### src/rtl/inst_fetch_unit_if.sv
// Fetch-unit bus: instruction-memory read port, consumer valid/ready handshake and
// execute-stage redirect. The master modport is the fetch unit's view.
interface inst_fetch_unit_if #(
    parameter int PC_W   = 8,
    parameter int INST_W = 16
);
    logic              imem_en;
    logic [PC_W-1:0]   imem_addr;
    logic [INST_W-1:0] imem_rdata;
    logic              inst_valid;
    logic              inst_ready;
    logic [INST_W-1:0] inst;
    logic [PC_W-1:0]   inst_pc;
    logic              redirect;
    logic [PC_W-1:0]   redirect_pc;

    modport master (
        output imem_en, imem_addr, inst_valid, inst, inst_pc,
        input  imem_rdata, inst_ready, redirect, redirect_pc
    );

    modport slave (
        input  imem_en, imem_addr, inst_valid, inst, inst_pc,
        output imem_rdata, inst_ready, redirect, redirect_pc
    );
endinterface

### src/rtl/inst_fetch_unit.sv
// Instruction fetch: PC, synchronous imem read, {pc, inst} prefetch FIFO, redirect flush.
// Define IFU_BYPASS_EN to present a response arriving at an empty FIFO in the same cycle.
module inst_fetch_unit #(
    parameter int PC_W   = 8,
    parameter int INST_W = 16,
    parameter int DEPTH  = 2
) (
    input  logic              CLK,
    input  logic              RESET,
    inst_fetch_unit_if.master bus
);
    localparam int PTR_W = $clog2(DEPTH);
    localparam int CNT_W = $clog2(DEPTH + 1);

    typedef struct packed {
        logic [PC_W-1:0]   pc;
        logic [INST_W-1:0] word;
    } entry_t;

    entry_t           fifo_q [DEPTH];
    logic [PTR_W-1:0] rd_ptr_q, rd_ptr_d;
    logic [PTR_W-1:0] wr_ptr_q, wr_ptr_d;
    logic [CNT_W-1:0] count_q, count_d;
    logic [PC_W-1:0]  pc_q, pc_d;
    logic             inflight_q, inflight_d;
    logic [PC_W-1:0]  inflight_pc_q, inflight_pc_d;

    logic             fifo_empty;
    logic             bypass_hit;
    logic             valid;
    logic             pop;
    logic             pop_fifo;
    logic             push;
    logic             issue;
    logic [CNT_W:0]   occupancy;
    entry_t           out;

    // NOTE: every signal gets a default at the top of the block so no path leaves it
    // unassigned; otherwise synthesis infers a latch.
    always_comb begin
        fifo_empty = (count_q == '0);
`ifdef IFU_BYPASS_EN
        bypass_hit = fifo_empty && inflight_q;
`else
        bypass_hit = 1'b0;
`endif
        valid = !fifo_empty || bypass_hit;
        out   = '0;
        if (!fifo_empty) begin
            out = fifo_q[rd_ptr_q];
        end else if (bypass_hit) begin
            out = {inflight_pc_q, bus.imem_rdata};
        end

        pop      = valid && bus.inst_ready;
        pop_fifo = pop && !fifo_empty;
        // Redirect blocks issue, so the only response that can be outstanding at a
        // redirect lands in that very cycle; suppressing its push here is the kill.
        push     = inflight_q && !bus.redirect && !(bypass_hit && pop);

        // The in-flight word is counted as occupied so its arrival can never overflow.
        occupancy = {1'b0, count_q} + (CNT_W + 1)'(inflight_q) - (CNT_W + 1)'(pop);
        issue     = !RESET && !bus.redirect && (occupancy < (CNT_W + 1)'(DEPTH));

        rd_ptr_d      = rd_ptr_q;
        wr_ptr_d      = wr_ptr_q;
        count_d       = count_q;
        pc_d          = pc_q;
        inflight_d    = issue;
        inflight_pc_d = issue ? pc_q : inflight_pc_q;

        if (bus.redirect) begin
            rd_ptr_d = '0;
            wr_ptr_d = '0;
            count_d  = '0;
            pc_d     = bus.redirect_pc;
        end else begin
            if (push)     wr_ptr_d = wr_ptr_q + PTR_W'(1);
            if (pop_fifo) rd_ptr_d = rd_ptr_q + PTR_W'(1);
            count_d = count_q + CNT_W'(push) - CNT_W'(pop_fifo);
            if (issue)    pc_d = pc_q + PC_W'(1);
        end
    end

    // NOTE: non-blocking assignments for all state so every register samples the
    // pre-edge values, independent of statement order.
    always_ff @(posedge CLK) begin
        if (RESET) begin
            rd_ptr_q      <= '0;
            wr_ptr_q      <= '0;
            count_q       <= '0;
            pc_q          <= '0;
            inflight_q    <= 1'b0;
            inflight_pc_q <= '0;
        end else begin
            rd_ptr_q      <= rd_ptr_d;
            wr_ptr_q      <= wr_ptr_d;
            count_q       <= count_d;
            pc_q          <= pc_d;
            inflight_q    <= inflight_d;
            inflight_pc_q <= inflight_pc_d;
        end
    end

    // NOTE: the storage array is not reset; count gates every read, and the output
    // mux drives zero when empty, so stale contents are never visible.
    always_ff @(posedge CLK) begin
        if (push) begin
            fifo_q[wr_ptr_q] <= {inflight_pc_q, bus.imem_rdata};
        end
    end

    assign bus.imem_en    = issue;
    assign bus.imem_addr  = pc_q;
    assign bus.inst_valid = valid;
    assign bus.inst       = out.word;
    assign bus.inst_pc    = out.pc;
endmodule
### src/flat_wrapper.sv
// flat-port wrapper written by rule: the top's interface ports become plain ports
module inst_fetch_unit_flat 
#(
    parameter int PC_W   = 8,
    parameter int INST_W = 16,
    parameter int DEPTH  = 2
)
  (CLK, RESET, bus_imem_en, bus_imem_addr, bus_inst_valid, bus_inst, bus_inst_pc, bus_imem_rdata, bus_inst_ready, bus_redirect, bus_redirect_pc);
  inst_fetch_unit_if #(.PC_W(PC_W), .INST_W(INST_W)) bus_i ();
  input  logic CLK;
  input  logic RESET;
  output wire logic [$bits(bus_i.imem_en)-1:0] bus_imem_en;
  output wire logic [$bits(bus_i.imem_addr)-1:0] bus_imem_addr;
  output wire logic [$bits(bus_i.inst_valid)-1:0] bus_inst_valid;
  output wire logic [$bits(bus_i.inst)-1:0] bus_inst;
  output wire logic [$bits(bus_i.inst_pc)-1:0] bus_inst_pc;
  input wire logic [$bits(bus_i.imem_rdata)-1:0] bus_imem_rdata;
  input wire logic [$bits(bus_i.inst_ready)-1:0] bus_inst_ready;
  input wire logic [$bits(bus_i.redirect)-1:0] bus_redirect;
  input wire logic [$bits(bus_i.redirect_pc)-1:0] bus_redirect_pc;
  assign bus_imem_en = bus_i.imem_en;
  assign bus_imem_addr = bus_i.imem_addr;
  assign bus_inst_valid = bus_i.inst_valid;
  assign bus_inst = bus_i.inst;
  assign bus_inst_pc = bus_i.inst_pc;
  assign bus_i.imem_rdata = bus_imem_rdata;
  assign bus_i.inst_ready = bus_inst_ready;
  assign bus_i.redirect = bus_redirect;
  assign bus_i.redirect_pc = bus_redirect_pc;
  inst_fetch_unit #(.PC_W(PC_W), .INST_W(INST_W), .DEPTH(DEPTH)) u_core (.CLK(CLK), .RESET(RESET), .bus(bus_i));
endmodule
### config.mk
export PLATFORM = sky130hd
export DESIGN_NAME = inst_fetch_unit_flat
export DESIGN_NICKNAME = d
export VERILOG_FILES = /design/src/rtl/inst_fetch_unit_if.sv /design/src/rtl/inst_fetch_unit.sv /design/src/flat_wrapper.sv
export SDC_FILE = /design/constraint.sdc
export NUM_CORES = 1
export LEC_CHECK = 0
export ABC_AREA = 0
export CAP_MARGIN = 10
export CORE_MARGIN = 10
export CORE_UTILIZATION = 50
export DETAILED_ROUTE_END_ITERATION = 8
export GPL_ROUTABILITY_DRIVEN = 0
export PLACE_DENSITY = 0.79
export SLEW_MARGIN = 20
export SYNTH_ARGS = -nofsm -noshare
export SYNTH_HDL_FRONTEND = slang
export SYNTH_SLANG_ARGS = --single-unit
### constraint.sdc
create_clock -name CLK -period 2.9 [get_ports CLK]
set_input_delay 0.435 -clock CLK [delete_from_list [all_inputs] [get_ports CLK]]
set_output_delay 0.435 -clock CLK [all_outputs]
set_load 0.02 [all_outputs]
After elaboration in Yosys (flattened, before gate mapping)
Memories as Yosys holds them, arrays and structs flattened. A register that Yosys moved wholly into a read port is not among the register bits. Index checks and enable logic that the tools add are counted.

Register bits after elaboration: 21. Bits in writable memories: 48. Input bits: 28. Logic and storage cells: 33. Memories kept: 1.

Memories: u_core.fifo_q (words 2, width 24, read ports 1, clocked after memory_dff 1, write ports 1, line inst_fetch_unit.sv:20) `entry_t fifo_q [DEPTH];`.

Add/subtract/negate cells: 7. Magnitude comparators: 1. Muxes and demuxes: 7. Reduce and logical (&&, ||, !) cells: 11.

Operator list (number): $mux W24 (1); $mux W8 (2); $add A8 B1 Y8 const B (1); $logic_and A1 B1 Y1 (5); $mux W1 (4); $add A2 B1 Y3 (1); $logic_not A1 Y1 (3); $lt A3 B2 Y1 const B (1); $sub A3 B1 Y3 (1); $add A1 B1 Y1 const B (2); $add A2 B1 Y2 (1); $logic_not A2 Y1 (1); $reduce_bool A2 Y1 (1); $reduce_or A2 Y1 (1); $sub A2 B1 Y2 (1).

Logic depth before layout (Yosys ltp)
Gate-level depths: netlist of the first run.

Depth after elaboration: 8. Mapped depth: 12. Gate-level depth less buffers: 11.

Worst setup path after synthesis of the first run
Ideal clock, no wire load.

Path type: reg-to-output. Start: register u_core.count_q[1]. End: output bus_imem_en. Arrival: 2309 ps. Data required time: 2465 ps. Path slack: 156 ps. Cell stages (with the launch flop): 11. Buffers on the path: 1. Cells stage by stage: dfxtp_1 -> nor2_1 -> nor2b_1 -> ha_1 -> inv_1 -> nand2_1 -> fa_1 -> xnor2_2 -> nand3_2 -> clkinv_1 -> buf_2.

Word-level cells in the longest chain between the ends: 6. Elaborated cells on any way between the ends: 7. Classes of those cells: add/sub (2); order compare (1); reduce/logical (4).

Ends and longest elaborated chain: start: declaration (line inst_fetch_unit.sv:23) `logic [CNT_W-1:0] count_q, count_d;`; start signal: assignment (line inst_fetch_unit.sv:98) `count_q <= count_d;`; branches (longest 3 deep; another with $add A2 B1 Y3); $sub A3 B1 Y3 * (line inst_fetch_unit.sv:62) `occupancy = {1'b0, count_q} + (CNT_W + 1)'(inflight_q) - (CNT_W + 1)'(pop);`; $lt A3 B2 Y1 * (line inst_fetch_unit.sv:63) `issue = !RESET && !bus.redirect && (occupancy < (CNT_W + 1)'(DEPTH));`; $logic_and A1 B1 Y1 * (line inst_fetch_unit.sv:63); end: declaration (line flat_wrapper.sv:12) `output wire logic [$bits(bus_i.imem_en)-1:0] bus_imem_en;`.

Mark *: on every way between the ends.

Worst setup path after layout of the first run
Start: input bus_inst_ready. End: output bus_imem_en.

Word-level cells in the longest chain between the ends: 4.

Ends and longest elaborated chain: start: declaration (line flat_wrapper.sv:18) `input wire logic [$bits(bus_i.inst_ready)-1:0] bus_inst_ready;`; $logic_and A1 B1 Y1 (line inst_fetch_unit.sv:55) `pop = valid && bus.inst_ready;`; $sub A3 B1 Y3 (line inst_fetch_unit.sv:62); $lt A3 B2 Y1 (line inst_fetch_unit.sv:63); $logic_and A1 B1 Y1 (line inst_fetch_unit.sv:63).

No other way between the ends.

==> flow_summary_export.csv, run 1 <==
group,metric,value,unit
die,pin_count,62,
drt,wl_per_cell,15.4,um
setup_path,cp-end-kind,"output port",
yosys,syn_avg_cell_area,12.5,um2
grt,first_global_vias,1949,
timing,tightest_slew,0.407,ns
finish,multi_input_area,875,um2
yosys,synth_fp_nets,258,
setup_path,required,2.47,ns
finish,final_core_util,0.687,
drt,wl,5830,um
finish,layout.nets,334,
power,ir_drop,0.000305,V
timing,rsz0062_at_grt,"false",
drt,ant_nets,0,
clock_tree,clock_latency,0.33,ns
power,seq_power_share,0.556,
yosys,yosysTopAreaCellShare,0.512,
timing,slew_headroom,0.729,
yosys,ys_seq_area_frac,0.668,
setup_path,cpMaxStageDelayCell,"clkdlybuf4s50_1",
drt,dr.first_iter.drc_count,106,
power,swShare,0.223,
power,switchingPower,0.448,mW
yosys,ys_ff_latch,70,
clock_tree,h-tree-depth,3,
yosys,yosysWarnings,0,
placed_design,pre_cts_ws,-0.432,ns
die,core.rowCount,27,
drt,drc,0,
grt,overflow,0,
placed_design,place_inst,361,
placed_design,hpwl,4060,um
yosys,synthTopCellsByCount,"48 x edfxtp_1, 31 x nor2_1, 26 x nand2_1",
grt,antenna_found_initial,0,
power,clock_power_share,0.336,
timing,period_minus_slack,2.78,ns
grt,grt_pass1_wl,9420,um
clock_tree,clockBufferDepth,2,
finish,seq_area,0.00188,mm2
run,max-cap-violations,0,
placed_design,io_buffers,61,
setup_path,slowest_delay,0.47,ns
finish,final_cells,378,
run_status,outcome,"finished clean",
timing,finalMaxSlewViolations,0,
timing,finalCritPeriodShare,0.957,
clock_tree,cts.sink_count,70,
grt,track_usage,0.134,
setup_path,timing_worst_setup_path_type,"in2out",
yosys,async_flop_share,0,
clock_tree,cts_tree,"done",
yosys,synth_edf_count,48,
clock_tree,clk_pin_slew_worst_paths,0.06,ns
yosys,yosys.area.top_type,"edfxtp_1",
finish,fill_cells,411,
finish,syn_to_final_growth,33.5,%
clock_tree,numCtsBuffers,9,
timing,fin_ws,0.123,ns
yosys,ys.flop_type,"edfxtp_1",
setup_path,worstPathArrival,2.34,ns
die,coreArea,0.00547,mm2
die,die_x,95.1,um
yosys,synth_most_common_cell,"edfxtp_1",
power,power.density,533,mW/mm2
timing,hold_viol_final,0,
yosys,synthesis.area,0.00282,mm2
setup_path,crit_path_max_fanout,2,
die,die-height,95.1,um
finish,antenna_cells,0,
drt,drtPass1Iterations,4,
yosys,syn_inst,225,
setup_path,crit_chain,"clkdlybuf4s50_1 -> nor2b_4 -> ha_1 -> inv_1 -> nand2_1 -> fa_2 -> xnor2_2 -> nand3_2 -> clkinv_1 -> buf_2",
timing,fmax,360,MHz
timing,hold_slack,0.456,ns
die,initial_core_util,0.515,
yosys,yosysUniqueCellTypes,31,
power,leakage,1.26,nW
timing,clock_skew,0.00635,ns
hold_path,hold_class,"reg2reg",
power,intPower,1.56,mW
power,comb_power_share,0.108,
grt,grt_max_degree,26,
die,die-area,0.00903,mm2
timing,setup_viol,0,
yosys,synth_area_leaders,"edfxtp_1 51%, dfxtp_1 16%, mux2i_1 8.5%, nor2_1 4.1%, nand2_1 3.5%",
drt,avgViaCountPerCell,5.13,
drt,via_count,1938,
setup_path,worst_setup_path_start_kind,"primary input",
clock_tree,root_buffer,"clkbuf_8",
finish,layout-drive-gt1-share,0.108,
## area by class of cell
cell class	count	share of cell area
sequential	70	0.500
multi-input combinational	136	0.233
timing repair buffer	75	0.189
clock buffer	14	0.0432
tap	72	0.0240
inverter	9	0.00898
clock inverter	2	0.00200
## critical path, delay by kind of cell
kind / cells / cell delay, ns
XOR/XNOR: 1 / 0.20
adder cells (fa/ha/maj): 2 / 0.60
buffers and inverters: 4 / 0.77
AND/OR/NAND/NOR: 3 / 0.34
## placed cells by master (no fill, tap or decap), types with 2 or more instances in the layout
cell type,synthesis,final
clkdlybuf4s50_1,0,60
edfxtp_1,48,48
nor2_1,31,30
nand2_1,26,26
mux2i_1,24,24
dfxtp_1,22,22
buf_4,0,14
a21oi_1,12,12
clkbuf_8,0,11
inv_1,8,8
nor3_1,5,5
xnor2_1,4,4
a22oi_1,4,4
ha_1,4,4
clkinv_1,1,3
nand3_1,3,3
o22ai_1,3,3
clkbuf_1,7,3
nor2b_1,4,2
and2_1,2,2
a31oi_1,2,2
## cells by family after synthesis
logic type	share of synthesized area
flip-flops	0.668
AO/OA/AOI/OAI	0.0649
AND/OR/NAND/NOR	0.112
buffers and inverters	0.0267
adder cells (fa/ha/maj)	0.0249
multiplexers	0.0853
XOR/XNOR	0.0182
## power by group through the flow
stage / logic [mW] / clock network, mW / registers [mW]
global route: 0.237 / 0.724 / 1.12
finish: 0.217 / 0.674 / 1.12
CTS: 0.218 / 0.681 / 1.12
floorplan: 0.0947 / 0 / 1.14
global placement: 0.212 / 0 / 1.14
detailed placement: 0.216 / 0 / 1.14
## routing by layer
metal | wire [um] | global-route usage | vias up
li1 | - | - | 957
met1 | 2630 | 0.168 | 903
met2 | 2650 | 0.205 | 71
met3 | 468 | 0.0518 | 7
met4 | 82 | 0.0511 | 0
met5 | 0 | 0 | -
## worst paths after layout
| kind | start | to | slack, ns | cells after the start |
|---|---|---|---|---|
| max | bus_inst_ready | bus_imem_en | 0.12 | 10 |
| min | u_core.inflight_pc_q[3] | u_core.fifo_q[0][19] | 0.46 | 0 |
| max reg2reg | u_core.count_q[1] | u_core.bus.imem_addr[6] | 0.31 | 11 |
| min reg2reg | u_core.inflight_pc_q[3] | u_core.fifo_q[0][19] | 0.46 | 0 |
## through the flow
step / area [um2] / power [mW] / setup TNS, ns
4_1_cts: 3760 / 2.02 / 0
3_5_place_dp: 3580 / 1.35 / -0.818
2_1_floorplan: 2820 / 1.24 / 0
5_1_grt: 3760 / 2.08 / 0
6_report: 3760 / 2.01 / 0
3_3_place_gp: 3580 / 1.35 / -0.479
## state kept, by name, summed over array words and instances (netlist names), named ones only
register and count:
u_core.bus.imem_addr 8, u_core.count_q 2, u_core.fifo_q 48, u_core.inflight_pc_q 8
u_core.inflight_q 1, u_core.rd_ptr_q 1, u_core.wr_ptr_q 1
## what timing repair did
| action | in CTS | in global routing |
|---|---|---|
| hold buffers | 0 | 0 |
| pin swaps | 1 | 0 |
| setup buffers | 1 | 0 |
| setup endpoints to repair | 1 | 1 |
| resized for setup | 6 | 1 |
No activity file was read; power rests on OpenSTA's default activity.
==> run 2: changes to the inputs <==
--- a/config.mk
+++ b/config.mk
@@ -11,8 +11,8 @@
 export CORE_UTILIZATION = 50
 export DETAILED_ROUTE_END_ITERATION = 8
 export GPL_ROUTABILITY_DRIVEN = 0
+export GPL_TIMING_DRIVEN = 0
 export PLACE_DENSITY = 0.79
-export SLEW_MARGIN = 20
 export SYNTH_ARGS = -nofsm -noshare
 export SYNTH_HDL_FRONTEND = slang
 export SYNTH_SLANG_ARGS = --single-unit
==> run 2 against run 1 <==
Effect of this change:
- cell area grew 1.1%
- via count grew 1.5%
- final cell count is the same
- critical endpoint unchanged
==> flow_summary_export.csv, run 2 (same netlist as run 1, synthesis figures left out) <==
group,metric,value,unit
timing,hold_slack,0.456,ns
drt,wl_per_cell,16.0,um
finish,layout-drive-gt1-share,0.108,
run_status,outcome,"finished clean",
grt,track_usage,0.136,
die,die-area,0.00903,mm2
die,pin_count,62,
drt,via_count,1968,
die,initial_core_util,0.515,
finish,final_core_util,0.695,
hold_path,min_path_cells,0,
clock_tree,cts_hold_buf,0,
setup_path,worstPathArrival,2.36,ns
clock_tree,clock_latency,0.33,ns
drt,avgViaCountPerCell,5.21,
timing,rsz0062_at_grt,"false",
run,max-cap-violations,0,
setup_path,timing_worst_setup_path_type,"in2out",
timing,fin_setup_tns,0,ns
power,ir_drop,0.000237,V
hold_path,hp-start,"u_core.inflight_pc_q[0]",
drt,drc,0,
timing,setup_viol,0,
finish,final_common_cell,"clkdlybuf4s50_1",
clock_tree,cts.sink_count,70,
clock_tree,root_buffer,"clkbuf_8",
die,coreArea,0.00547,mm2
clock_tree,numCtsBuffers,9,
setup_path,worst_setup_path_start_kind,"primary input",
setup_path,crit_path_max_fanout,3,
power,totalPowerFinal,2.14,mW
grt,grt_pass1_wl,9540,um
finish,fill_cells,406,
die,die_x,95.1,um
finish,layout.nets,334,
power,leakage,1.27,nW
timing,finalCritPeriodShare,0.962,
clock_tree,clk_pin_slew_worst_paths,0.07,ns
hold_path,hold_class,"reg2reg",
clock_tree,cts_tree,"done",
drt,dr.first_iter.drc_count,100,
placed_design,io_buffers,61,
grt,grt_max_degree,25,
timing,fmax,358,MHz
setup_path,worstReg2RegEnd,"u_core.bus.imem_addr[6]",
finish,antenna_cells,0,
timing,period_minus_slack,2.79,ns
finish,largest_reg_flops,48,
timing,finalMaxSlewViolations,0,
grt,overflow,0,
drt,wl,6060,um
placed_design,hpwl,4350,um
setup_path,rrSetupSlack,0.33,ns
finish,final_cell_mix,"60 x clkdlybuf4s50_1, 48 x edfxtp_1, 30 x nor2_1, 26 x nand2_1, 24 x mux2i_1",
drt,ant_nets,0,
timing,slew_headroom,0.253,
setup_path,cp-end-kind,"output port",
power,power.density,564,mW/mm2
timing,clock_skew,0.00589,ns
setup_path,r2r_start,"u_core.count_q[1]",
setup_path,r2r_cells,10,
drt,drtPass1Iterations,4,
grt,first_global_vias,2007,
grt,antenna_found_initial,0,
finish,syn_to_final_growth,35.0,%
die,die-height,95.1,um
setup_path,required,2.47,ns
timing,tightest_slew,1.12,ns
timing,hold_viol_final,0,
clock_tree,h-tree-depth,3,
finish,top_register,"u_core.fifo_q",
die,core.rowCount,27,
clock_tree,clockBufferDepth,2,
hold_path,min_to,"u_core.fifo_q[1][16]",
run 2: cell count changes in the layout (fill, tap and decap cells not counted), moves of 2 or more:
cell      change
clkinv_2      +2
clkinv_1      -3
buf_4        -10
clkbuf_1      +4
buf_2         +2
inv_4         +2
run 2: area by class of cell:
type | count | area (um2) | area share
flip-flops and latches | 70 | 1880 | 0.495
multi-input cells | 136 | 875 | 0.230
repair buffers | 66 | 663 | 0.174
clock buffers | 11 | 163 | 0.0428
well taps | 72 | 90.1 | 0.0237
clock inverters | 5 | 52.6 | 0.0138
inverters | 9 | 38.8 | 0.0102
plain buffers | 9 | 36.3 | 0.00955
run 2: critical path, cell delays in order:
cell	delay [ns]
clkdlybuf4s50_1	0.45
nor2b_2	0.17
ha_1	0.24
inv_1	0.07
nand2_1	0.08
fa_2	0.56
nand3_2	0.12
clkinv_4	0.07
buf_2	0.15
run 2: per-layer routing:
metal | GRT usage | wire, um
met2 | 0.225 | 2980
met1 | 0.157 | 2520
met4 | 0.0673 | 85
met5 | 0 | 0
met3 | 0.0440 | 476
run 2: how the worst max path moves through the flow:
stage,cells past startpoint,end,from
after global placement,11,bus_imem_en,bus_inst_ready
final,9,bus_imem_en,bus_inst_ready
after floorplan,10,bus_imem_en,u_core.count_q[1]
after CTS,10,bus_imem_en,bus_inst_ready
after detailed placement,11,bus_imem_en,bus_inst_ready
after global routing,10,bus_imem_en,bus_inst_ready
run 2: through the flow:
step                      instances  setup slack, ns  area, um2
final                           378            0.109       3800
after global routing            378           0.0118       3800
after CTS                       378           0.0925       3800
after detailed placement        359           -0.877       3550
after global placement          358           -0.859       3520
after floorplan                 225            0.156       2820
run 2: what timing repair did:
| action | 4_1_cts | 5_1_grt |
|---|---|---|
| buffers inserted | 4 | 0 |
| pin swaps | 3 | 1 |
| resized for setup | 11 | 0 |
| endpoints found under the setup margin | 17 | 1 |
run 2: report_power, final:
group          total, mW  internal (mW)  switching [mW]
Sequential          1.12           1.10          0.0201
Clock              0.811          0.471           0.340
Combinational      0.218          0.108           0.110
Total               2.14           1.67           0.470
